## src/rtl/fifo_stream_drain.sv

```systemverilog
// Drain stage: pops a 1-cycle-latency fifo and re-presents its words on a valid/ready stream with burst framing.
// Latency: rd_en -> m_valid is 2 cycles minimum; sustained 1 beat/cycle while the fifo is non-empty and m_ready=1.
// Backpressure: a 2-entry buffer plus an in-flight flag gate rd_en so no word is lost or duplicated; m_data holds while stalled.
module fifo_stream_drain #(
  parameter int DATA_WIDTH = 32,
  parameter int BURST_LEN  = 16,
  parameter int BEAT_W     = 4,
  parameter int XFER_W     = 16
) (
  input  logic                  clk,
  input  logic                  rst,
  input  logic                  enable,
  input  logic                  clear_err,
  input  logic                  fifo_empty,
  input  logic                  fifo_valid,
  input  logic                  fifo_underflow,
  input  logic [DATA_WIDTH-1:0] fifo_data,
  output logic                  fifo_rd_en,
  output logic                  m_valid,
  input  logic                  m_ready,
  output logic [DATA_WIDTH-1:0] m_data,
  output logic                  m_last,
  output logic [BEAT_W-1:0]     beat_cnt,
  output logic [XFER_W-1:0]     xfer_cnt,
  output logic                  busy,
  output logic                  err_spurious,
  output logic                  err_underflow
);

  localparam logic [BEAT_W-1:0] LAST_BEAT = BEAT_W'(BURST_LEN - 1);

  // Two buffer slots addressed by head pointer; the tail is head offset by occupancy.
  logic [DATA_WIDTH-1:0] mem0_q, mem0_d;
  logic [DATA_WIDTH-1:0] mem1_q, mem1_d;
  logic                  head_q, head_d;
  logic [1:0]            occ_q, occ_d;
  logic                  inflight_q;
  logic [BEAT_W-1:0]     beat_q, beat_d;
  logic [XFER_W-1:0]     xfer_q, xfer_d;
  logic                  err_sp_q, err_sp_d;
  logic                  err_uf_q, err_uf_d;

  logic       pop;
  logic       capture;
  logic       tail;
  logic [2:0] space;

  assign m_valid = (occ_q != 2'd0);
  assign pop     = m_valid & m_ready;
  assign capture = fifo_valid & inflight_q;
  assign tail    = head_q ^ occ_q[0];

  // Free slots counting the word already in flight; a same-cycle pop frees one more.
  // occ + inflight never exceeds 2, so this cannot go negative.
  assign space = 3'd2 - {1'b0, occ_q} - {2'b0, inflight_q} + {2'b0, pop};

  // Held low during reset so nothing is popped while state is being cleared.
  assign fifo_rd_en = rst & enable & ~fifo_empty & (space != 3'd0);

  assign m_data        = head_q ? mem1_q : mem0_q;
  assign m_last        = m_valid & (beat_q == LAST_BEAT);
  assign beat_cnt      = beat_q;
  assign xfer_cnt      = xfer_q;
  assign busy          = m_valid | inflight_q;
  assign err_spurious  = err_sp_q;
  assign err_underflow = err_uf_q;

  // Next-state for buffer, pointers, counters and sticky error flags.
  always_comb begin
    mem0_d   = mem0_q;
    mem1_d   = mem1_q;
    head_d   = head_q ^ pop;
    occ_d    = occ_q + {1'b0, capture} - {1'b0, pop};
    beat_d   = beat_q;
    xfer_d   = xfer_q + XFER_W'(pop);
    err_sp_d = clear_err ? 1'b0 : err_sp_q;
    err_uf_d = clear_err ? 1'b0 : err_uf_q;

    if (capture) begin
      if (tail) begin
        mem1_d = fifo_data;
      end else begin
        mem0_d = fifo_data;
      end
    end

    if (pop) begin
      beat_d = (beat_q == LAST_BEAT) ? '0 : beat_q + 1'b1;
    end

    // A new error in the same cycle as clear_err keeps the flag set.
    if (fifo_valid & ~inflight_q) begin
      err_sp_d = 1'b1;
    end
    if (fifo_underflow) begin
      err_uf_d = 1'b1;
    end
  end

  // State registers; reset discards buffered and in-flight data.
  always_ff @(posedge clk or negedge rst) begin
    if (!rst) begin
      mem0_q     <= '0;
      mem1_q     <= '0;
      head_q     <= 1'b0;
      occ_q      <= 2'd0;
      inflight_q <= 1'b0;
      beat_q     <= '0;
      xfer_q     <= '0;
      err_sp_q   <= 1'b0;
      err_uf_q   <= 1'b0;
    end else begin
      mem0_q     <= mem0_d;
      mem1_q     <= mem1_d;
      head_q     <= head_d;
      occ_q      <= occ_d;
      inflight_q <= fifo_rd_en;
      beat_q     <= beat_d;
      xfer_q     <= xfer_d;
      err_sp_q   <= err_sp_d;
      err_uf_q   <= err_uf_d;
    end
  end

endmodule
```

## config.mk

```make
export PLATFORM = sky130hd
export DESIGN_NAME = fifo_stream_drain
export DESIGN_NICKNAME = d
export VERILOG_FILES = /design/src/rtl/fifo_stream_drain.sv
export SDC_FILE = /design/constraint.sdc
export NUM_CORES = 1
export LEC_CHECK = 0
export CORE_ASPECT_RATIO = 1.75
export CORE_MARGIN = 4
export CORE_UTILIZATION = 55
export CTS_BUF_LIST = sky130_fd_sc_hd__clkbuf_4 sky130_fd_sc_hd__clkbuf_8
export CTS_CLUSTER_SIZE = 12
export DETAILED_ROUTE_END_ITERATION = 6
export HOLD_SLACK_MARGIN = 0.06
export PLACE_DENSITY = 0.88
export SLEW_MARGIN = 5
export SYNTH_ARGS = -nofsm -noshare
export SYNTH_HDL_FRONTEND = slang
export SYNTH_SLANG_ARGS = --single-unit
```

## constraint.sdc

```tcl
create_clock -name clk -period 4.6 [get_ports clk]
set_input_delay 0.92 -clock clk [delete_from_list [all_inputs] [get_ports clk]]
set_output_delay 0.92 -clock clk [all_outputs]
set_load 0.03 [all_outputs]
```

==> out/qor.tcl, run 1 <==
set qor(unrepaired_setup_endpoints_after_global_routing) {no}
set qor(start_util) 0.569
set qor(dp.final_hpwl_um) 5710
set qor(placeableCoreArea_um2) 6960
set qor(critical_path.max_stage_delay_ns) 0.71
set qor(timing.final.crit_share) 0.927
set qor(min_period_ns) 4.26
set qor(ys_seq_elements) 90
set qor(route.antenna.remaining_nets) 0
set qor(sum_neg_setup_slack_ns) 0
set qor(clk_pin_slew_worst_paths_ns) 0.08
set qor(synthTopCellsByArea) {sky130_fd_sc_hd__dfrtp_1 (57%), sky130_fd_sc_hd__mux2_2 (27%), sky130_fd_sc_hd__xnor2_1 (2.2%)}
set qor(cellLeakagePower_nw) 2.26
set qor(grt_pass1_vias) 2861
set qor(std_cell_rows) 40
set qor(cts_hold_buf) 0
set qor(rr_startpoint) {head_q}
set qor(maxCapViolations) 0
set qor(gp_congestion) 0.782
set qor(cell_with_the_biggest_individual_delay_on_the_critical_path) {sky130_fd_sc_hd__clkdlybuf4s50_1}
set qor(drc_viols) 0
set qor(grt_max_degree) 72
set qor(clock_latency_ns) 0.35
set qor(power_frac_clock) 0.130
set qor(synthesized_netlist_net_count) 324
set qor(hold_viol_final) 0
set qor(portBuffers) 97
set qor(postCtsSetupBuffers) 0
set qor(layout.nets) 423
set qor(crit_chain) {clkdlybuf4s50_1 -> o21a_4 -> inv_4 -> fa_1 -> ha_1 -> nand2_1 -> nor2_1 -> nor3_1 -> clkdlybuf4s50_1}
set qor(pwr_density_cell_nw_per_um2) 739
set qor(reg2reg_slack_ns) 1.63
set qor(cts_tree) {yes}
set qor(synthesis.area_per_instance_um2) 14.2
set qor(max_clock_freq_ghz) 0.235
set qor(dr.pass1.iters) 5
set qor(routed_wl_um) 8160
set qor(clockBufferDepth) 2
set qor(antenna_found_initial) 0
set qor(die-area_um2) 8680
set qor(transition_time_at_the_pin_with_the_least_slew_margin_ns) 0.969
set qor(antenna-diode-count) 0
set qor(synth_warnings) 0
set qor(timing.rr.end) {mem1_q[20]}
set qor(cts.htree.levels) 3
set qor(critical_path_fanout_max) 9
set qor(cell_internal_pwr_w) 0.00234
set qor(switching_share) 0.387
set qor(r2r.worst_path.cells) 4
set qor(timing.slew.headroom) 0.352
set qor(worst_clock_skew_ns) 0.00795
set qor(first_pass_grt_wire_length_um) 13900
set qor(final_max_slew_viol_count) 0
set qor(combPwrFrac) 0.510
set qor(start_kind) {input pin}
set qor(design.portCount) 98
set qor(clock_sink_count) 90
set qor(critPathCaptureType) {output pin}
set qor(cp_common_cell) {sky130_fd_sc_hd__clkdlybuf4s50_1}
set qor(clock-root-buffer) {sky130_fd_sc_hd__clkbuf_8}
set qor(synthDominantAreaCellType) {sky130_fd_sc_hd__dfrtp_1}
set qor(final_core_utilization) 0.743
set qor(timing_worst_setup_path_type) {input pin to output pin}
set qor(netlist_instances) 279
set qor(post_cts.resized_instances) 0
set qor(syn_to_final_growth_pct) 30.5
set qor(synth_top_area_frac) 0.569
set qor(routed_via_count_divided_by_cell_count) 5.35
set qor(gr-total-overflow) 0
set qor(worst-endpoint-required_ns) 3.68
set qor(ys_types) 28
set qor(setup-violations-final) 0
set qor(num_vias) 2498
set qor(power.share.sequential) 0.360
set qor(die_w_um) 72.1
set qor(cts_made_buffers) 9
set qor(chipHeight_um) 120
set qor(syn_area_um2) 3960
set qor(total_switching_power_w) 0.00148
set qor(min_path_type) {input pin to async pin}
set qor(grt_usage) 0.207
set qor(final_layout_size_suffix_gt1_frac) 0.311
set qor(drtIter0Drc) 135
set qor(critPathArrivalTime_ns) 3.34
set qor(final_routed_wire_length_divided_by_cell_count_um) 17.5
set qor(status) {finished, final reports clean}
set qor(irDropWorstVdd_uv) 463
set qor(synth_seq_area_share) 0.569
==> cell families (layout without fill, tap and decap cells) <==
kind of cell,after synthesis,count (layout),synth area share
compound gates,7,7,0.0130
xor+xnor,20,20,0.0442
fa+ha+maj,5,5,0.0177
buf+inv,15,119,0.0250
flops,90,90,0.569
mux,96,96,0.273
simple gates,46,46,0.0585
==> registers in the layout, indices dropped and copies added, names as in the netlist <==
name / count
mem0_q: 32
mem1_q: 32
xfer_cnt: 16
beat_cnt: 4
occ_q: 2
err_spurious: 1
err_underflow: 1
head_q: 1
inflight_q: 1
==> power groups by stage <==
stage / clock network, W / logic (W) / registers, W
floorplan: 0 / 0.00121 / 0.00139
global placement: 0 / 0.00193 / 0.00136
detailed placement: 0 / 0.00197 / 0.00139
CTS: 0.000508 / 0.00197 / 0.00138
global route: 0.000548 / 0.00206 / 0.00143
finish: 0.000495 / 0.00195 / 0.00137
==> through the flow <==
step           power (W)  hold WS (ns)  area [um^2]  cells  worst slack, ns
6_report         0.00382         0.443         5170    467            0.337
5_1_grt          0.00404         0.438         5170    467            0.241
4_1_cts          0.00386         0.432         5170    467            0.330
3_5_place_dp     0.00335         0.470         4980    451            0.349
3_3_place_gp     0.00329         0.459         4980    451            0.403
2_1_floorplan    0.00260         0.452         3960    279             1.11
==> synth_stat cells, drive strengths merged <==
cell type	instances
o21a	1
nor2	6
nand2	18
xor2	10
nor4	1
and2	3
and3	3
clkbuf	3
fa	1
nor2b	1
a21oi	1
inv	4
nand3	5
buf	8
nand4	5
dfrtp	90
o21ai	3
a22o	1
mux2	96
xnor2	10
a21o	1
nor3	4
ha	4
==> placed cells by master, fill, tap and decap left out, drive strengths merged <==
cell / Yosys / final
clkdlybuf4s50: 0 / 96
mux2: 96 / 96
dfrtp: 90 / 90
nand2: 18 / 18
clkbuf: 3 / 12
xnor2: 10 / 10
xor2: 10 / 10
nor2: 6 / 6
nand3: 5 / 5
nand4: 5 / 5
nor3: 4 / 4
ha: 4 / 4
inv: 4 / 4
and2: 3 / 3
and3: 3 / 3
o21ai: 3 / 3
buf: 8 / 3
clkinv: 0 / 3
o21a: 1 / 1
nor4: 1 / 1
nor2b: 1 / 1
a21oi: 1 / 1
a22o: 1 / 1
a21o: 1 / 1
fa: 1 / 1
clkinvlp: 0 / 1
==> per-layer routing <==
| metal | wire length, um | global-route usage | share of wire | vias to the layer above |
|---|---|---|---|---|
| met4 | 115 | 0.0741 | 0.014 | 0 |
| met5 | 0 | 0 | 0 | - |
| met1 | 3110 | 0.243 | 0.38 | 1263 |
| met3 | 369 | 0.0449 | 0.045 | 7 |
| li1 | - | - | - | 1164 |
| met2 | 4570 | 0.362 | 0.56 | 64 |
==> area by class of cell <==
| type | instances | area (um^2) |
|---|---|---|
| Clock buffer | 12 | 159 |
| Tap cell | 84 | 105 |
| Clock inverter | 4 | 26.3 |
| Inverter | 4 | 17.5 |
| Multi-Input combinational cell | 174 | 1620 |
| Fill cell | 469 | 1790 |
| Timing Repair Buffer | 99 | 983 |
| Sequential cell | 90 | 2250 |
==> worst max-delay path by stage <==
stage	start	to	slack (ns)	depth (start not counted)
final	m_ready	fifo_rd_en	0.34	9
after global routing	m_ready	fifo_rd_en	0.24	9
after CTS	m_ready	fifo_rd_en	0.33	9
after detailed placement	m_ready	fifo_rd_en	0.35	9
after global placement	m_ready	fifo_rd_en	0.40	9
after floorplan	m_ready	fifo_rd_en	1.11	7
==> worst max-delay path: cells and delay by family <==
kind	cells	cell delay [ns]
compound gates	1	0.18
simple gates	3	0.31
fa+ha+maj	2	0.66
buf+inv	3	1.26
(Power assumes the default switching activity.)
==> run 2: changes to the inputs <==
CORE_UTILIZATION = 57   (was 55)
DONT_BUFFER_PORTS = 1   (was default)
PLACE_DENSITY = 0.72   (was 0.88)
clock period = 4.5 ns   (was 4.6 ns; I/O delays follow)
==> run 2 against run 1 <==
Count of clock-buffer cells in the layout is 2 lower. Sequential cell count stayed put. Combinational power is 31% lower. Cell area is 18% lower. Global-route usage is 2.5 points lower. Critical path depth is 1 lower. Sequential power is 9% higher. Register-to-register slack better by 0.40 ns. Clock power is 20% higher. Setup slack better by 1.0 ns. Clock skew is 0.0039 ns higher. Utilization is 12 points lower. Critical path type is now flop to output pin.
==> out/qor.tcl, run 2 (synthesis gave the netlist of run 1 again) <==
set qor(sum_neg_setup_slack_ns) 0 ;# unchanged
set qor(irDropWorstVdd_uv) 397 ;# -14%
set qor(antenna_found_initial) 0 ;# unchanged
set qor(postCtsSetupBuffers) 0 ;# unchanged
set qor(timing.slew.headroom) 0.352 ;# -0.000684
set qor(critical_path.max_stage_delay_ns) 0.48 ;# -0.23 ns
set qor(max_clock_freq_ghz) 0.319
set qor(gp_congestion) 0.714 ;# -8.7%
set qor(critical_path_fanout_max) 9 ;# unchanged
set qor(status) {finished, final reports clean}
set qor(critPathArrivalTime_ns) 2.24 ;# -1.10 ns
set qor(layout.nets) 326 ;# -23%
set qor(chipHeight_um) 118 ;# -1.7%
set qor(reg2reg_slack_ns) 2.03 ;# +0.40 ns
set qor(post_cts.resized_instances) 0 ;# unchanged
set qor(cts_tree) {yes}
set qor(syn_to_final_growth_pct) 6.86
set qor(drtIter0Drc) 118 ;# -13%
set qor(portBuffers) 0 ;# -100%
set qor(worst_clock_skew_ns) 0.0118 ;# +0.00389 ns
set qor(placeableCoreArea_um2) 6810 ;# -2.2%
set qor(antenna-diode-count) 0 ;# unchanged
set qor(min_path_type) {input pin to async pin}
set qor(clock-root-buffer) {sky130_fd_sc_hd__clkbuf_8}
set qor(design.portCount) 98 ;# unchanged
set qor(gr-total-overflow) 0 ;# unchanged
set qor(final_max_slew_viol_count) 0 ;# unchanged
set qor(std_cell_rows) 40 ;# unchanged
set qor(dr.pass1.iters) 4 ;# -1
set qor(critPathCaptureType) {output pin}
set qor(r2r.worst_path.cells) 3 ;# -1
set qor(drc_viols) 0 ;# unchanged
set qor(num_vias) 2105 ;# -16%
set qor(unrepaired_setup_endpoints_after_global_routing) {no}
set qor(min_period_ns) 3.14
set qor(pwr_density_cell_nw_per_um2) 809 ;# +9.5%
set qor(pre_cts_ws_ns) 1.37 ;# +1.02 ns
set qor(hold_viol_final) 0 ;# unchanged
set qor(dp.final_hpwl_um) 4860 ;# -15%
set qor(cts.htree.levels) 3 ;# unchanged
set qor(final_layout_size_suffix_gt1_frac) 0.413 ;# +0.102
set qor(start_util) 0.582 ;# +0.0126
set qor(die-area_um2) 8400 ;# -3.2%
set qor(cellLeakagePower_nw) 1.91 ;# -15%
set qor(clockBufferDepth) 2 ;# unchanged
set qor(rr_startpoint) {head_q}
set qor(first_pass_grt_wire_length_um) 11800 ;# -15%
set qor(maxCapViolations) 0 ;# unchanged
set qor(timing_worst_setup_path_type) {flop to output pin}
set qor(grt_usage) 0.181 ;# -0.0252
set qor(setup-violations-final) 0 ;# unchanged
set qor(final_routed_wire_length_divided_by_cell_count_um) 19.3 ;# +10%
set qor(die_w_um) 71.0 ;# -1.6%
set qor(start_kind) {flop}
set qor(worst_slack_ns) 1.36 ;# +1.03 ns
set qor(clock_sink_count) 90 ;# unchanged
set qor(clock_latency_ns) 0.36 ;# about the same
set qor(cts_made_buffers) 9 ;# unchanged
set qor(routed_via_count_divided_by_cell_count) 5.69 ;# +6.4%
set qor(transition_time_at_the_pin_with_the_least_slew_margin_ns) 0.971 ;# +0.00127 ns
set qor(grt_pass1_vias) 2373 ;# -17%
set qor(route.antenna.remaining_nets) 0 ;# unchanged
set qor(crit_chain) {o21a_4 -> inv_4 -> fa_1 -> ha_1 -> nand2_1 -> nor2_1 -> nor3_1 -> buf_4}
set qor(clk_pin_slew_worst_paths_ns) 0.09 ;# about the same
set qor(worst-endpoint-required_ns) 3.60 ;# -0.08 ns
set qor(timing.final.crit_share) 0.697
set qor(cell_with_the_biggest_individual_delay_on_the_critical_path) {sky130_fd_sc_hd__dfrtp_1}
set qor(routed_wl_um) 7140 ;# -13%
set qor(mostFrequentLayoutCells) {sky130_fd_sc_hd__mux2_2 (95), sky130_fd_sc_hd__dfrtp_1 (90), sky130_fd_sc_hd__nand2_1 (18)}
set qor(cts_hold_buf) 0 ;# unchanged
set qor(mostFrequentLayoutCell) {sky130_fd_sc_hd__mux2_2}
set qor(grt_max_degree) 92 ;# +28%
set qor(timing.rr.end) {mem1_q[30]}
## run 2: cell count changes in the layout (fill, tap and decap cells not counted), sizes merged
cell,delta
bufinv,+2
buf,-1
clkbuf,-2
clkinvlp,-1
clkinv,+1
clkdlybuf4s50,-96
## run 2: routing by layer
| layer | global-route usage | share of wire | vias to the layer above |
|---|---|---|---|
| li1 | - | - | 971 |
| met1 | 0.207 | 0.37 | 1057 |
| met2 | 0.304 | 0.54 | 64 |
| met3 | 0.0511 | 0.064 | 13 |
| met4 | 0.0941 | 0.025 | 0 |
| met5 | 0 | 0 | - |
## run 2: report_power, final
part	internal (W)	switching, W	leakage (nW)	total, W
clock	0.000324	0.000271	0.116	0.000595
sequential	0.00116	0.000333	1.13	0.00149
combinational	0.000541	0.000797	0.674	0.00134
total	0.00202	0.00140	1.91	0.00342
## run 2: how the worst max path moves through the flow
stage | startpoint | end | slack, ns | depth (start not counted)
after floorplan | m_ready | fifo_rd_en | 1.05 | 7
after global placement | m_ready | fifo_rd_en | 1.39 | 8
after detailed placement | m_ready | fifo_rd_en | 1.37 | 8
after CTS | occ_q[0] | fifo_rd_en | 1.34 | 8
after global routing | occ_q[0] | fifo_rd_en | 1.21 | 8
final | occ_q[0] | fifo_rd_en | 1.36 | 8
## run 2: worst max-delay path: cells and delay by family (launching register included)
| family | cells | cell delay (ns) |
|---|---|---|
| AOI/OAI and AO/OA | 1 | 0.23 |
| adders and majority gates | 2 | 0.64 |
| buffers and inverters | 2 | 0.27 |
| DFF | 1 | 0.48 |
| and+or+nand+nor | 3 | 0.26 |
## run 2: area by class of cell
type	instances	area, um^2
sequential	90	2250
tap	84	105
fill	553	2570
clock buffer	10	138
multi-input combinational	174	1620
inverter	4	17.5
timing repair buffer	2	15.0
clock inverter	6	80.1
## run 2: stage by stage
stage	hold slack [ns]	area (um^2)	power (W)	utilization	std cells
floorplan	0.452	3960	0.00266	-	279
global placement	0.463	4010	0.00282	0.590	354
detailed placement	0.468	4010	0.00287	0.590	354
CTS	0.206	4230	0.00347	0.622	370
global route	0.196	4230	0.00362	0.622	370
finish	0.219	4230	0.00342	0.622	370
